===== config.mk =====
export PLATFORM = sky130hd
export DESIGN_NAME = bus_generator_arbiter_flat
export DESIGN_NICKNAME = d
export VERILOG_FILES = /design/src/rtl/bus_generator_arbiter_pkg.sv /design/src/rtl/bus_generator_arbiter_if.sv /design/src/rtl/bus_generator_arbiter_bus_lane.sv /design/src/rtl/bus_generator_arbiter.sv /design/src/flat_wrapper.sv
export SDC_FILE = /design/constraint.sdc
export NUM_CORES = 1
export LEC_CHECK = 0
export CORE_MARGIN = 1
export CORE_UTILIZATION = 34
export DETAILED_ROUTE_END_ITERATION = 8
export PLACE_DENSITY = 0.81
export SLEW_MARGIN = 20
export SYNTH_ARGS = -nofsm -noshare
export SYNTH_HDL_FRONTEND = slang
export SYNTH_HIERARCHICAL = 1
export SYNTH_SLANG_ARGS = --single-unit

===== constraint.sdc =====
create_clock -name clk -period 1.9 [get_ports clk]
set_input_delay 0.19 -clock clk [delete_from_list [all_inputs] [get_ports clk]]
set_output_delay 0.19 -clock clk [all_outputs]
set_load 0.01 [all_outputs]

===== src/rtl/bus_generator_arbiter_pkg.sv =====
// Shared types and constants for the bus generator arbiter.
// Holds the per-bus FSM state encoding, destination ID width and default broadcast ID.
// No logic lives here; every other file imports this package.
package bus_generator_arbiter_pkg;

    // Destination ID occupies the top ID_W bits of every packet
    localparam int ID_W = 8;

    // Destination ID that addresses every driver except the sender
    localparam logic [ID_W-1:0] BCAST_DEFAULT = 8'hFF;

    typedef enum logic [1:0] {
        IDLE = 2'd0,
        POP  = 2'd1,
        PUSH = 2'd2
    } lane_state_t;

endpackage


===== src/rtl/bus_generator_arbiter_if.sv =====
// Driver-side bundle: source FIFO status/data in, dequeue/enqueue strobes and data out.
// master = arbiter side, slave = driver FIFOs side.
// Data buses keep the packet bit as the outermost packed dimension.
interface bus_generator_arbiter_if #(
    parameter int bits    = 1,
    parameter int drvrs   = 4,
    parameter int pckg_sz = 16
);
    logic [bits-1:0][drvrs-1:0]              pndng;
    logic [bits-1:0][drvrs-1:0]              pop;
    logic [bits-1:0][drvrs-1:0]              push;
    logic [pckg_sz-1:0][bits-1:0][drvrs-1:0] D_pop;
    logic [pckg_sz-1:0][bits-1:0][drvrs-1:0] D_push;

    modport master (
        input  pndng,
        input  D_pop,
        output pop,
        output push,
        output D_push
    );

    modport slave (
        output pndng,
        output D_pop,
        input  pop,
        input  push,
        input  D_push
    );
endinterface


===== src/rtl/bus_generator_arbiter_bus_lane.sv =====
// One bus: round-robin grant, pop the winner, push the packet to its destination(s).
// Latency: grant in IDLE, pop next cycle, push the cycle after; one packet per 3 cycles.
// No backpressure: sink FIFOs are assumed to always accept; pndng is only sampled in IDLE.
module bus_lane
    import bus_generator_arbiter_pkg::*;
#(
    parameter int               drvrs     = 4,
    parameter int               pckg_sz   = 16,
    parameter logic [ID_W-1:0]  broadcast = BCAST_DEFAULT
) (
    input  logic                             clk,
    input  logic                             reset,
    input  logic [drvrs-1:0]                 pndng,
    input  logic [drvrs-1:0][pckg_sz-1:0]    d_pop,
    output logic [drvrs-1:0]                 pop,
    output logic [drvrs-1:0]                 push,
    output logic [drvrs-1:0][pckg_sz-1:0]    d_push
);
    localparam int GW = (drvrs > 1) ? $clog2(drvrs) : 1;

    lane_state_t        state, state_nxt;
    logic [GW-1:0]      grant;
    logic [GW-1:0]      start;
    logic [GW-1:0]      pick;
    logic [GW-1:0]      idx;
    logic               found;
    logic [pckg_sz-1:0] data;
    logic [ID_W-1:0]    dest;

    assign dest = data[pckg_sz-1 -: ID_W];

    // Round-robin search: first pending driver at or after the start pointer
    always_comb begin
        found = 1'b0;
        pick  = start;
        idx   = start;
        for (int i = 0; i < drvrs; i++) begin
            idx = GW'((int'(start) + i) % drvrs);
            if (!found && pndng[idx]) begin
                found = 1'b1;
                pick  = idx;
            end
        end
    end

    // FSM state register
    always_ff @(posedge clk) begin
        if (reset) begin
            state <= IDLE;
        end else begin
            state <= state_nxt;
        end
    end

    // Grant/pointer capture in IDLE, packet capture at the end of POP
    always_ff @(posedge clk) begin
        if (reset) begin
            grant <= '0;
            start <= '0;
            data  <= '0;
        end else begin
            if (state == IDLE && found) begin
                grant <= pick;
                start <= (int'(pick) == drvrs - 1) ? '0 : pick + GW'(1);
            end
            if (state == POP) begin
                data <= d_pop[grant];
            end
        end
    end

    // Next state and strobes; reset kills strobes in the same cycle so an aborted packet never lands
    always_comb begin
        state_nxt = state;
        pop       = '0;
        push      = '0;
        case (state)
            IDLE: begin
                if (found) state_nxt = POP;
            end
            POP: begin
                pop[grant] = 1'b1;
                state_nxt  = PUSH;
            end
            PUSH: begin
                state_nxt = IDLE;
                if (dest == broadcast) begin
                    push        = '1;
                    push[grant] = 1'b0;
                end else if (int'(dest) < drvrs) begin
                    push[dest[GW-1:0]] = 1'b1;
                end
            end
            default: state_nxt = IDLE;
        endcase
        if (reset) begin
            pop  = '0;
            push = '0;
        end
    end

    // Every sink sees the latched packet; it holds between transfers
    always_comb begin
        for (int d = 0; d < drvrs; d++) begin
            d_push[d] = data;
        end
    end

endmodule


===== src/rtl/bus_generator_arbiter.sv =====
// Top: bits independent bus lanes, each arbitrating drvrs source FIFOs onto drvrs sinks.
// Latency: pop one cycle after grant, push one cycle after pop, per bus.
// No backpressure on the sink side; sources are throttled only by pndng.
module bus_generator_arbiter
    import bus_generator_arbiter_pkg::*;
#(
    parameter int               bits      = 1,
    parameter int               drvrs     = 4,
    parameter int               pckg_sz   = 16,
    parameter logic [ID_W-1:0]  broadcast = BCAST_DEFAULT
) (
    input  logic                    clk,
    input  logic                    reset,
    bus_generator_arbiter_if.master bus
);
    logic [bits-1:0][drvrs-1:0]              lane_pop;
    logic [bits-1:0][drvrs-1:0]              lane_push;
    logic [bits-1:0][drvrs-1:0][pckg_sz-1:0] lane_dpop;
    logic [bits-1:0][drvrs-1:0][pckg_sz-1:0] lane_dpush;

    // Reorder packet-bit-outermost buses into per-driver words for the lanes and back
    always_comb begin
        lane_dpop  = '0;
        bus.D_push = '0;
        for (int b = 0; b < bits; b++) begin
            for (int d = 0; d < drvrs; d++) begin
                for (int k = 0; k < pckg_sz; k++) begin
                    lane_dpop[b][d][k]  = bus.D_pop[k][b][d];
                    bus.D_push[k][b][d] = lane_dpush[b][d][k];
                end
            end
        end
    end

    assign bus.pop  = lane_pop;
    assign bus.push = lane_push;

    for (genvar b = 0; b < bits; b++) begin : g_lane
        bus_lane #(
            .drvrs     (drvrs),
            .pckg_sz   (pckg_sz),
            .broadcast (broadcast)
        ) u_lane (
            .clk    (clk),
            .reset  (reset),
            .pndng  (bus.pndng[b]),
            .d_pop  (lane_dpop[b]),
            .pop    (lane_pop[b]),
            .push   (lane_push[b]),
            .d_push (lane_dpush[b])
        );
    end

endmodule


===== src/flat_wrapper.sv =====
// flat-port wrapper written by rule: the top's interface ports become plain ports
module bus_generator_arbiter_flat import bus_generator_arbiter_pkg::*;
#(
    parameter int               bits      = 1,
    parameter int               drvrs     = 4,
    parameter int               pckg_sz   = 16,
    parameter logic [ID_W-1:0]  broadcast = BCAST_DEFAULT
)
  (clk, reset, bus_pndng, bus_D_pop, bus_pop, bus_push, bus_D_push);
  bus_generator_arbiter_if #(.bits(bits), .drvrs(drvrs), .pckg_sz(pckg_sz)) bus_i ();
  input  logic clk;
  input  logic reset;
  input wire logic [$bits(bus_i.pndng)-1:0] bus_pndng;
  input wire logic [$bits(bus_i.D_pop)-1:0] bus_D_pop;
  output wire logic [$bits(bus_i.pop)-1:0] bus_pop;
  output wire logic [$bits(bus_i.push)-1:0] bus_push;
  output wire logic [$bits(bus_i.D_push)-1:0] bus_D_push;
  assign bus_i.pndng = bus_pndng;
  assign bus_i.D_pop = bus_D_pop;
  assign bus_pop = bus_i.pop;
  assign bus_push = bus_i.push;
  assign bus_D_push = bus_i.D_push;
  bus_generator_arbiter #(.bits(bits), .drvrs(drvrs), .pckg_sz(pckg_sz), .broadcast(broadcast)) u_core (.clk(clk), .reset(reset), .bus(bus_i));
endmodule

Word level (Yosys, flattened, before mapping)
Cells that the tools add are included.
{ "totals": {"register_bits": 22, "in_bits": 70, "output_inout_bits": 72, "elab_cells": 63} }
{ "op_classes": {"add_sub_neg": 4, "order_cmp": 9, "n_eq_ne": 5, "muxes": 30, "bitwise_logic": 1, "reduce_logical": 10} }
{ "ops": {"columns": ["op", "n"], "rows": [
  ["$bmux 16 s2", 1],
  ["$mux 4", 6],
  ["$lt 2x3->1 const B", 6],
  ["$mux 16", 1],
  ["$mux 1", 10],
  ["$mux 2", 5],
  ["$bmux 1 s2", 4],
  ["$eq 8x8->1 const B", 1],
  ["$lt 8x3->1 const B", 1],
  ["$logic_and 1x1->1", 6],
  ["$add 2x1->2 const B", 2],
  ["$add 2x2->2 const B", 2],
  ["$demux 1 s2", 2],
  ["$eq 2x1->1 const B", 2],
  ["$ge 2x1->1 const B", 2],
  ["$not 4->4", 1],
  ["$pmux 2 s2", 1],
  ["$logic_not 1->1", 3],
  ["$eq 2x2->1 const B", 1],
  ["$logic_not 2->1", 1],
  ["$ne 2x2->1 const B", 1]
]} }

Longest topological paths before layout
Gate-level depths: netlist of the first run.
{ "logic_depth": {"word_depth": 14, "mapped_depth": 6, "ltp_nobuf": 5} }

Least setup slack after synthesis of the first run
Ideal clock, no wire load.
{ "synth_timing": {"path_type": "register -> output", "start": "register u_core.g_lane[0].u_lane.data[11]", "end": "output bus_push[0]", "arrival_time_ps": 1305, "t_required_ps": 1710, "slack_ps": 405, "path_stages_with_launch": 5, "n_path_buf": 0, "path_cell_list": "dfxtp_1 > nor4_2 > nand2_1 > or3_1 > a21oi_1"} }
{ "synth_between": {"elab_chain_len": 5, "elab_cells_between_ends": 6, "classes_between": "order compare (1); eq/ne (1); mux (4)"} }
{ "synth_rtl": {"columns": ["item", "line_no", "source"], "rows": [
  ["from (decl)", "bus_generator_arbiter_bus_lane.sv:27", "logic [pckg_sz-1:0] data;"],
  ["from (signal assigned)", "bus_generator_arbiter_bus_lane.sv:67", "data <= d_pop[grant];"],
  ["$lt 8x3->1", "bus_generator_arbiter_bus_lane.sv:90", "end else if (int'(dest) < drvrs) begin"],
  ["$mux 4", "bus_generator_arbiter_bus_lane.sv:90", null],
  ["$mux 4 (*)", "bus_generator_arbiter_bus_lane.sv:87", "if (dest == broadcast) begin"],
  ["$mux 4 (*)", "bus_generator_arbiter_bus_lane.sv:77", "case (state)"],
  ["$mux 4 (*)", "bus_generator_arbiter_bus_lane.sv:96", "if (reset) begin"],
  ["to (decl)", "flat_wrapper.sv:16", "output wire logic [$bits(bus_i.push)-1:0] bus_push;"]
]} }
Every way passes the cells marked *; elsewhere a longest branch is shown, timed or not.

Final worst setup path of the first run
Ends and elaborated chain as after synthesis.

==> metrics.txt, run 1 <==
clk slew on worst S/H paths=~0.080 ns; die height=approximately 76 µm; Register Area=~440 µm²; Cells after Synth=219; count leader, synth=buf_4; period utilization=0.958; Worst Setup End Kind=primary output; Setup CP Type=flop to primary output; Fin. Hold Viols=0; ANT nets after route=0; Post-Place Worst Slack=-0.117 ns; Setup TNS=0 ns; Worst Tran Pin Value=between 0.4 and 0.5 ns; RePlAce Congestion=just under 0.9; layout cell share with drive strength beyond 1=0.196; Syn Nets=289; hold path depth=2; Synth Flop Type=dfxtp_1; largest area contributor in the netlist=dfxtp_1; Total GRT Usage=0.188; layout filler cell count=about 470; Slew headroom=0.731; startpoint type of the worst setup path=flop; vias=1924; H-tree levels=1; final setup fails=0; M1 GR Usage=0.201; sink of the worst hold path=u_core/g_lane[0].u_lane/data[8]; grt ovf=0; crit-path cells=nor4_4 -> nand2_1 -> or3_1 -> a21oi_1 -> buf_2; CTS Buffer Depth=2; Post-synth EDFFs=0; CTS tree=built; critical hold path startpoint=u_core/g_lane[0].u_lane/data[8]; f_max=about 550 MHz; Syn. warnings=6; post-synth top area share=0.234; die area=roughly 5800 µm²; CTS Sinks=22; DRT iter0 DRCs=40; reg2reg start=u_core/g_lane[0].u_lane/start[1]; total CTS buffers=3; run status=complete, no violations; delay of the slowest critical-path stage=between 0.3 and 0.4 ns; VDD IR max=about 0.00037 V; Critical Path Fanout Max=3; FP Rows=26; Hold Slack=between 0.4 and 0.5 ns; worst reg2reg setup slack=approximately 0.24 ns; Clk Latency, worst-skew pair=about 0.26 ns; synthesized cell area=about 1900 µm²; CTS root buf=clkbuf_8; top cells by count, synth=50 x buf_4, 39 x nand2_1, 22 x dfxtp_1; initial antenna violation count=0; nets=between 300 and 400; final max-slew violation count=0; vias in the first global route=between 1.5k and 2k; R2R cell count=5; CTS Hold Buffers Added=0; Core Util, Final=0.608; TritonRoute pass-1 iters=4; footprint of the multi-input gates=996 µm²; n_diodes=0; Yosys reg bits=22; Synth area leaders=dfxtp_1 23%, buf_4 20%, mux4_2 19%, nand2_1 7.8%, a21oi_1 5.6%; pwr/cell area=around 600 nW/µm²; I/O Buffers=between 100 and 150; dpl hpwl=about 4600 µm; slowest cell on the critical path=dfxtp_2; Tot Pwr=around 1.9 mW; DR vias/cell=just under 5; min cycle time layout=about 1.8 ns; sequential share of the synthesized area=0.234; DIE WIDTH=about 76 µm; Mean Syn Cell Area=between 8 and 9 µm²; DRC Markers=0; Clock Skew=approximately 0.0038 ns; GRT met2 Usage=0.359; Starting Density=0.360; Pleak=roughly 1.2 nW; Worst Hold Class=flop to flop; I/O pin cnt=approximately 140; Core ar.=between 5000 and 6000 µm²; asr flop ratio synth=0; crit path DAT=roughly 1.6 ns; Final WS setup=approximately 0.079 ns; grt peak-use layer=met2; first-pass GRT wire length=between 8000 and 9000 µm; Worst Path Required=roughly 1.7 ns; max_cap viols=0; area grow syn2layout=68.9%; Routed WL=about 5700 µm; largest net degree at the start of global routing=17; GR Util met3=0.0539; Cell variety after synth=41; drt wl/cell=between 10 and 15 µm
-- logic make-up after synthesis --
group,share of synthesized area
buffers and inverters,0.248
muxes,0.212
xor gates and xnor gates,0.00465
and+or+nand+nor,0.178
DFF,0.234
AOI/OAI and AO/OA,0.123
-- how the worst max path moves through the flow --
| stage | from | end | slack (ns) | cells past startpoint |
|---|---|---|---|---|
| 2_1_floorplan | u_core/g_lane[0].u_lane/data[11] | bus_push[0] | 0.40 | 4 |
| 3_3_place_gp | u_core/g_lane[0].u_lane/data[11] | bus_push[0] | -0.02 | 6 |
| 3_5_place_dp | u_core/g_lane[0].u_lane/data[11] | bus_push[0] | -0.12 | 6 |
| 4_1_cts | u_core/g_lane[0].u_lane/grant[1] | bus_pop[2] | 0.02 | 4 |
| 5_1_grt | u_core/g_lane[0].u_lane/data[11] | bus_push[1] | -0.0002 | 7 |
| 6_report | u_core/g_lane[0].u_lane/data[11] | bus_push[0] | 0.08 | 5 |
-- per-stage QoR --
step	cells	instance area, µm²
3_5_place_dp	387	3070
4_1_cts	395	3170
5_1_grt	396	3180
3_3_place_gp	387	3070
6_report	396	3180
2_1_floorplan	219	1890
-- state kept, by name, summed over array words and instances, names as in the netlist, named ones only --
signal                      count
u_core/g_lane.u_lane/data      16
u_core/g_lane.u_lane/start      1
u_core/g_lane.u_lane/grant      2
u_core/g_lane.u_lane/state      2
-- repair_timing --
item / CTS / global route
pin swaps: 3 / 4
setup buffers: 4 / 2
setup endpoints to repair: 6 / 6
gates resized for setup: 15 / 10
-- critical path, delay by kind of cell, from the launching register on --
family          cells  cell delay (ns)
compound gates      1             0.14
flops               1             0.35
simple gates        3             0.73
buf+inv             1             0.15
-- routing by layer --
| metal | share of wire | vias to the layer above | wire length, µm |
|---|---|---|---|
| met2 | 0.53 | 102 | 3030 |
| met5 | 0 | - | 0 |
| met3 | 0.081 | 10 | 462 |
| met4 | 0.017 | 0 | 95 |
| li1 | - | 923 | - |
| met1 | 0.38 | 889 | 2150 |
-- report_power, final --
group | switching (mW) | leakage [nW] | internal, mW | total [mW]
sequential | 0.0716 | 0.182 | 0.513 | 0.584
clock | 0.150 | 0.0288 | 0.185 | 0.334
combinational | 0.378 | 0.986 | 0.589 | 0.967
total | 0.599 | 1.20 | 1.29 | 1.89
-- cell type report --
cell class,instances,share of cell area
Clock buffer,4,0.0173
Inverter,4,0.00472
Multi-Input combinational cell,131,0.313
Sequential cell,22,0.139
Tap cell,70,0.0275
Timing Repair Buffer,165,0.498
-- cell usage in the layout, fill, tap and decap left out, drive strengths merged, types with 4 or more instances in the layout --
master,netlist,routed
a21oi,22,22
buf,58,26
clkbuf,4,5
clkdlybuf4s50,0,134
dfxtp,22,22
inv,4,4
mux2i,4,4
mux4,16,16
nand2,40,40
nor2,18,18
nor2b,6,6
Power figures use the tool's default switching activity.
==> run 2: changes to the inputs <==
ABC_AREA = 1   (was unset)
CORE_UTILIZATION = 35   (was 34)
==> metrics.txt, run 2 <==
run status=finished, violations left; failing checks=setup timing; Cell variety after synth=27 (-34%); nets=471 (+19%); pwr/cell area=1340 nW/µm² (+130%); Cells after Synth=298 (+36%); Mean Syn Cell Area=6.66 µm² (-23%); sequential share of the synthesized area=0.222 (-0.0118); final setup fails=4 (+4); Synth area leaders=dfxtp_1 22%, buf_4 18%, nand2_1 13%, a21oi_1 10%, a221oi_1 7.1%; Synth Flop Type=dfxtp_1; post-synth top area share=0.222 (-0.0118); total CTS buffers=3 (unchanged); Total GRT Usage=0.213 (+0.0253); vias=2345 (+22%); Setup CP Type=flop to primary output; n_diodes=0 (unchanged); DRC Markers=0 (unchanged); Clock power frac=0.099 (-0.078); first-pass GRT wire length=10300 µm (+16%); DR vias/cell=4.97 (+2.3%); CTS Sinks=22 (unchanged); ANT nets after route=0 (unchanged); Final WS setup=-0.0693 ns (-0.149 ns); Hold Slack=0.585 ns (+0.103 ns); asr flop ratio synth=0 (unchanged); TritonRoute pass-1 iters=4 (unchanged); Critical Path Fanout Max=4 (+1); DIE WIDTH=77.3 µm (+1.1%); delay of the slowest critical-path stage=0.54 ns (+0.19 ns); H-tree levels=1 (unchanged); I/O Buffers=141 (unchanged); count leader, synth=nand2_1; drt wl/cell=13.7 µm (-5.8%); Worst Setup End Kind=primary output; Post-Place Worst Slack=-0.268 ns (-0.151 ns); final max-slew violation count=0 (unchanged); grt ovf=0 (unchanged); crit path DAT=1.78 ns (+0.15 ns); synthesized cell area=1990 µm² (+5.3%); layout cell share with drive strength beyond 1=0.140 (-0.0563); DRT iter0 DRCs=104 (+160%); I/O pin cnt=142 (unchanged); Logic pwr share=0.718 (+0.205); Largest regs=u_core/g_lane.u_lane/data (16), u_core/g_lane.u_lane/grant (2), u_core/g_lane.u_lane/state (2); Internal=2.45 mW (+90%); Post-CTS Setup Inserts=0 (-4); Starting Density=0.363 (+0.00282); leading cell type in the layout, fill and taps excluded=clkdlybuf4s50_1; Worst Path Required=1.71 ns (about the same); area grow syn2layout=64.8%; clk slew on worst S/H paths=0.08 ns (about the same); CTS tree=built; Slew headroom=0.747 (+0.0152); Post-synth EDFFs=0 (unchanged); Buf+Inv Stages, Crit Path=2 (+1); Net Switching=1.94 mW (+220%); CTS Hold Buffers Added=0 (unchanged); f_max=508 MHz (-7.6%); vias in the first global route=2148 (+16%); Flop pwr share=0.182 (-0.128); die area=5980 µm² (+2.2%); Clock Skew=0.00769 ns (+0.00387 ns); die height=77.3 µm (+1.1%); CTS root buf=clkbuf_8; Tot Pwr=4.39 mW (+130%); FP Rows=27 (+3.8%); Routed WL=6440 µm (+12%); Pleak=1.40 nW (+17%); Layout Cell Area excl Fill=3270 µm² (+2.8%); VDD IR max=0.000663 V (+77%); top cells by count, synth=68 x nand2_1, 48 x buf_4, 40 x a21oi_1; Fin. Hold Viols=0 (unchanged); largest net degree at the start of global routing=33 (+16); startpoint type of the worst setup path=flop; largest area contributor in the netlist=dfxtp_1; largest register by flop count=u_core/g_lane.u_lane/data; RePlAce Congestion=0.923 (+3.2%); Syn. warnings=6 (unchanged); Clk Latency, worst-skew pair=0.27 ns (about the same); slowest cell on the critical path=or4_4; Worst Hold Class=flop to flop; dpl hpwl=5190 µm (+12%); commonest cells after routing, fill and taps aside=134 x clkdlybuf4s50_1, 68 x nand2_1, 40 x a21oi_1; largest delay contributor family on the critical path=simple AND/OR/NAND/NOR gates; Yosys reg bits=22 (unchanged); CTS Buffer Depth=2 (unchanged); unrepaired setup endpoints after global routing=true; min cycle time layout=1.97 ns (+0.149 ns); area post-placement=3190 µm² (+3.7%); period utilization=1.04 (+0.0783); initial antenna violation count=0 (unchanged); max FFs per register=16 (unchanged); Core ar.=5470 µm² (+4.5%); crit-path cells=or4_4 -> nor3_4 -> buf_6 -> nand3_1 -> a21oi_1 -> buf_2; Worst Tran Pin Value=0.380 ns (-0.0223 ns); Syn Nets=368 (+27%); Setup TNS=-0.262 ns (-0.262 ns); switching share of total power=0.443 (+0.125); max_cap viols=0 (unchanged)
[run 2: cell types whose count changed after synthesis, moves of 15 or more]
cell | before | now
o21ai_0 | 2 | 17
a21oi_1 | 21 | 40
mux4_2 | 16 | 0
a221oi_1 | 0 | 16
nand2_1 | 39 | 68
[run 2: power by group through the flow]
stage	logic, mW	clock network, mW	registers, mW
6_report	3.15	0.436	0.800
5_1_grt	3.41	0.468	0.831
4_1_cts	3.15	0.444	0.796
3_5_place_dp	3.09	0	0.800
3_3_place_gp	3.03	0	0.787
2_1_floorplan	2.02	0	0.853
[run 2: final cells by class]
type	count	area, µm²
Clock buffer	3	41.3
Clock inverter	1	30.0
Fill cell	509	2200
Inverter	21	83.8
Multi-Input combinational cell	195	1050
Sequential cell	22	443
Tap cell	72	90.1
Timing Repair Buffer	158	1530
[run 2: stage by stage]
step	cells	util
after global routing	472	0.598
after detailed placement	468	0.583
final	472	0.598
after global placement	468	0.583
after floorplan	298	-
after CTS	472	0.595
[run 2: path summary, 6_finish.rpt]
check	from	end	slack, ns	cells after the start
setup reg to reg	u_core/g_lane[0].u_lane/start[1]	u_core/g_lane[0].u_lane/grant[0]	0.18	11
setup / recovery	u_core/g_lane[0].u_lane/data[12]	bus_push[2]	-0.07	6
hold reg to reg	u_core/g_lane[0].u_lane/data[3]	u_core/g_lane[0].u_lane/data[3]	0.58	2
hold / removal	u_core/g_lane[0].u_lane/data[3]	u_core/g_lane[0].u_lane/data[3]	0.58	2
[run 2: repair_timing]
action,CTS,global route
setup endpoints to repair,4,7
pin swaps,1,3
resized for setup,20,6
[run 2: cell families after synthesis]
logic type             Yosys count  share of synthesized area
AO/OA/AOI/OAI                   76                      0.227
buffers and inverters           81                      0.258
AND/OR/NAND/NOR                119                      0.292
flip-flops                      22                      0.222
[run 2: per-layer routing]
metal	up-vias	routed length [µm]	GRT usage
met3	12	281	0.0381
met5	-	0	0
li1	1167	-	-
met4	0	119	0.0698
met2	74	3380	0.381
met1	1092	2670	0.254
[run 2: tightest hold or removal path, cell delays in order, from the launching register on]
cell	delay [ns]
dfxtp_1	0.35
o21ai_0	0.16
a21oi_1	0.04
